### src/rtl/rr_onehot_arbiter.sv
// Round-robin arbiter with a registered one-hot grant, bounded grant tenure and
// a guaranteed idle bubble between consecutive grants.
module rr_onehot_arbiter #(
  parameter int N_REQ    = 4,
  parameter int MAX_HOLD = 8
) (
  input  logic                     Clk,
  input  logic                     Rst_n,
  input  logic                     En,
  input  logic [N_REQ-1:0]         Req,
  input  logic                     Done,
  output logic [N_REQ-1:0]         Gnt,
  output logic                     GntValid,
  output logic [$clog2(N_REQ)-1:0] GntIdx
);

  localparam int IDX_W = $clog2(N_REQ);
  localparam int CNT_W = $clog2(MAX_HOLD + 1);
  localparam logic [CNT_W-1:0] HOLD_LIMIT = CNT_W'(MAX_HOLD);

  typedef enum logic {IDLE, GRANT} state_t;

  state_t             state_reg, state_next;
  logic [N_REQ-1:0]   gnt_reg, gnt_next;
  logic               valid_reg, valid_next;
  logic [IDX_W-1:0]   idx_reg, idx_next;
  logic [IDX_W-1:0]   ptr_reg, ptr_next;
  logic [CNT_W-1:0]   cnt_reg, cnt_next;
  logic [IDX_W-1:0]   winner;
  logic               release_now;

  // First set request strictly after the pointer, wrapping modulo N_REQ.
  function automatic logic [IDX_W-1:0] pick_winner(input logic [N_REQ-1:0] req,
                                                   input logic [IDX_W-1:0] ptr);
    logic [IDX_W-1:0] res;
    logic             hit;
    int               pos;
    res = ptr;
    hit = 1'b0;
    for (int k = 1; k <= N_REQ; k++) begin
      pos = (int'(ptr) + k) % N_REQ;
      if (!hit && req[pos[IDX_W-1:0]]) begin
        hit = 1'b1;
        res = pos[IDX_W-1:0];
      end
    end
    return res;
  endfunction

  assign winner      = pick_winner(Req, ptr_reg);
  assign release_now = Done || !Req[idx_reg] || !En || (cnt_reg == HOLD_LIMIT);

  always_ff @(posedge Clk or negedge Rst_n) begin
    if (!Rst_n) begin
      state_reg <= IDLE;
      gnt_reg   <= '0;
      valid_reg <= 1'b0;
      idx_reg   <= '0;
      ptr_reg   <= IDX_W'(N_REQ - 1);
      cnt_reg   <= '0;
    end else begin
      state_reg <= state_next;
      gnt_reg   <= gnt_next;
      valid_reg <= valid_next;
      idx_reg   <= idx_next;
      ptr_reg   <= ptr_next;
      cnt_reg   <= cnt_next;
    end
  end

  always_comb begin
    state_next = state_reg;
    gnt_next   = gnt_reg;
    idx_next   = idx_reg;
    ptr_next   = ptr_reg;
    cnt_next   = cnt_reg;
    case (state_reg)
      IDLE: begin
        gnt_next = '0;
        if (En && |Req) begin
          gnt_next   = '0;
          gnt_next[winner] = 1'b1;
          idx_next   = winner;
          ptr_next   = winner;
          cnt_next   = CNT_W'(1);
          state_next = GRANT;
        end
      end
      GRANT: begin
        if (release_now) begin
          // Dropping to IDLE forces one all-zero cycle before any new grant.
          gnt_next   = '0;
          state_next = IDLE;
        end else if (cnt_reg != HOLD_LIMIT) begin
          cnt_next = cnt_reg + 1'b1;
        end
      end
      default: begin
        gnt_next   = '0;
        state_next = IDLE;
      end
    endcase
    valid_next = |gnt_next;
  end

  assign Gnt      = gnt_reg;
  assign GntValid = valid_reg;
  assign GntIdx   = idx_reg;

endmodule

### config.mk
export PLATFORM = sky130hd
export DESIGN_NAME = rr_onehot_arbiter
export DESIGN_NICKNAME = d
export VERILOG_FILES = /design/src/rtl/rr_onehot_arbiter.sv
export SDC_FILE = /design/constraint.sdc
export NUM_CORES = 1
export LEC_CHECK = 0
export BUFFER_PORTS_ARGS = -buffer_cell sky130_fd_sc_hd__buf_4
export CELL_PAD_IN_SITES_DETAIL_PLACEMENT = 1
export CELL_PAD_IN_SITES_GLOBAL_PLACEMENT = 1
export CORE_MARGIN = 2
export CORE_UTILIZATION = 25
export CTS_CLUSTER_DIAMETER = 40
export CTS_CLUSTER_SIZE = 10
export DETAILED_ROUTE_END_ITERATION = 10
export PLACE_DENSITY = 0.59
export SYNTH_ARGS = -nofsm -noshare
export SYNTH_HDL_FRONTEND = slang
export SYNTH_SLANG_ARGS = --single-unit
### constraint.sdc
create_clock -name Clk -period 2.1 [get_ports Clk]
set_clock_uncertainty 0.15 [all_clocks]
set_input_delay 0.21 -clock Clk [delete_from_list [all_inputs] [get_ports Clk]]
set_output_delay 0.21 -clock Clk [all_outputs]
set_load 0.01 [all_outputs]
==> out/qor.yml <==
place_area_um2: 844.6
worst_r2r_endpoint: "state_reg"
dp_hpwl_mm: 1.209
p_sw_w: 0.0002931
grt_pass1_vias: 601
grt_start_max_net_pins: 15
drv_slew: 0
clock_sinks: 14
p_int_w: 0.0006019
power_frac_clock: 0.222
die_area_um2: 3275
status: "finished clean"
io_pins: 15
cts_root_buf: "clkbuf_4"
crit_fanout: 11
seq_area_frac_synth: 0.4982
tns_ns: 0
place.gp.congestion: 0.7533
grt_pass1_wl_mm: 2.753
cts_inserted_buffers: 3
path_clk_slew_ns: 0.09
setup.worst_path.end_class: "flip-flop"
utilization: 0.3259
start_util: 0.2590
maxSlewHeadroom: 0.7550
wirelength_mm: 1.592
numPortBuffers: 14
avgSynthCellArea_um2: 11.07
yosysWarnings: 0
path_class: "flip-flop to flip-flop"
post_drt_wl_per_cell_um: 14.09
cpPeakStageDelay_ns: 0.60
ys_seq_elements: 14
firstDrtPassIters: 4
grtUsageTotal: 0.1113
cp-start-kind: "flip-flop"
r2r_setup_slack_ns: 0.29
antenna_found_initial: 0
yosys_most_used_dff: "dfrtp_1"
hold_violations: 0
fin_nets: 93
drive_gt1_frac: 0.2805
tightestPinTransition_ns: 0.3676
holdBufCountCts: 1
cts_htree_levels: 1
fill_cells: 305
seqPwrFrac: 0.454
preCtsSetupSlack_ns: 0.2373
power_density_nw_per_um2: 1005
gr-total-overflow: 0
die_x_um: 57.23
worst_slack_ns: 0.2949
p_sw_frac: 0.3274
die_h_um: 57.23
rsz0062_at_grt: "no"
synth-edff-count: 0
cts_tree: "yes"
cts_resized: 0
num_antenna_cells: 0
syn2layout_area_growth_pct: 25.80
crit_path_start: "GntIdx[1]"
min_path_type: "input port to asynchronous set/reset pin"
max-vdd-ir-drop_v: 0.0004182
setup_viol: 0
path_cells: "mux4_1 -> o211a_1 -> or2_2"
max_freq_mhz: 554.0
core_area_um2: 2734
power_leakage_nw: 0.4354
crit_required_ns: 2.13
max_cap_violations: 0
r2r-start: "GntIdx[1]"
cp.arrival_ns: 1.83
syn_area_um2: 708.2
hold-worst-slack_ns: 0.1452
num_rows: 19
ff2ff_path_depth: 3
vias: 571
postCtsSetupBuffers: 0
ys_async_sr_fraction: 1.000
syn-num-nets: 74
syn_inst: 64
cp_slowest_cell: "mux4_1"
drc_errors: 0
avgViaCountPerCell: 5.053
cts_buffer_depth: 2
synth_cell_types: 32
fin_crit_ns: 1.805
detail_route.iter0.violations: 17
clock_latency_ns: 0.29
combPwrFrac: 0.323
drtAntennaViolNets: 0
final_area_um2: 890.9
period_share: 0.8596
==> routing by layer <==
layer / global-route usage / vias up / routed length (um)
li1: - / 278 / -
met1: 0.1363 / 278 / 738
met2: 0.1691 / 11 / 747
met3: 0.05215 / 4 / 80
met4: 0.04651 / 0 / 25
met5: 0 / - / 0
==> cell families after synthesis <==
group | synth area share
and+or+nand+nor | 0.1555
adders and majority gates | 0.03533
muxes | 0.05124
buffers and inverters | 0.03710
AOI/OAI and AO/OA | 0.2226
DFF | 0.4982
==> how the worst max path moves through the flow <==
stage	slack [ns]	cells after the start	to
3_5_place_dp	0.24	5	Gnt[3]
2_1_floorplan	0.26	4	state_reg
3_3_place_gp	0.24	5	Gnt[3]
6_report	0.29	3	state_reg
4_1_cts	0.28	3	state_reg
5_1_grt	0.22	3	state_reg
==> per-stage QoR <==
stage | total power [W] | instances
final | 0.0008950 | 113
after global routing | 0.0009589 | 113
after CTS | 0.0009092 | 113
after detailed placement | 0.0007049 | 108
after global placement | 0.0006945 | 108
after floorplan | 0.0005712 | 64
==> critical path: cells and delay by family, from the launching register on <==
family	cells	cell delay, ns
simple gates	1	0.31
flops	1	0.38
compound gates	1	0.25
mux	1	0.60
==> cells in the final DEF, fill, tap and decap left out, types with 2 or more instances in the layout <==
| master | instances |
|---|---|
| inv_1 | 3 |
| dfrtp_1 | 12 |
| o21ai_0 | 3 |
| nand2b_1 | 2 |
| nor2_1 | 3 |
| buf_4 | 15 |
| a21oi_1 | 4 |
| dfstp_2 | 2 |
| a32o_1 | 2 |
| clkbuf_4 | 3 |
| nand3_1 | 2 |
| and3b_1 | 2 |
| a21o_1 | 2 |
| nand2_1 | 5 |
| a22o_1 | 2 |
| ha_1 | 2 |
==> layout make-up <==
cell class	instances	area, um2	area share
well taps	31	38.79	0.04354
inverters	3	11.26	0.01264
multi-input cells	45	329.1	0.3694
repair buffers	16	122.6	0.1376
flip-flops and latches	14	352.8	0.3961
clock buffers	4	36.28	0.04073
==> power groups by stage <==
stage	clock [W]	combinational, W	sequential, W
floorplan	0	0.000157	0.000414
global placement	0	0.000284	0.000410
detailed placement	0	0.000292	0.000413
CTS	0.000206	0.000295	0.000408
global route	0.000217	0.000323	0.000419
finish	0.000199	0.000289	0.000407
==> cell usage after synthesis, drive strengths merged (3+ instances only) <==
master / instances / area [um2]
dfrtp: 12 / 300.3
nand2: 5 / 18.77
a21oi: 4 / 20.02
inv: 3 / 11.26
nor2: 3 / 11.26
o21ai: 3 / 15.01
(Power assumes the default switching activity.)
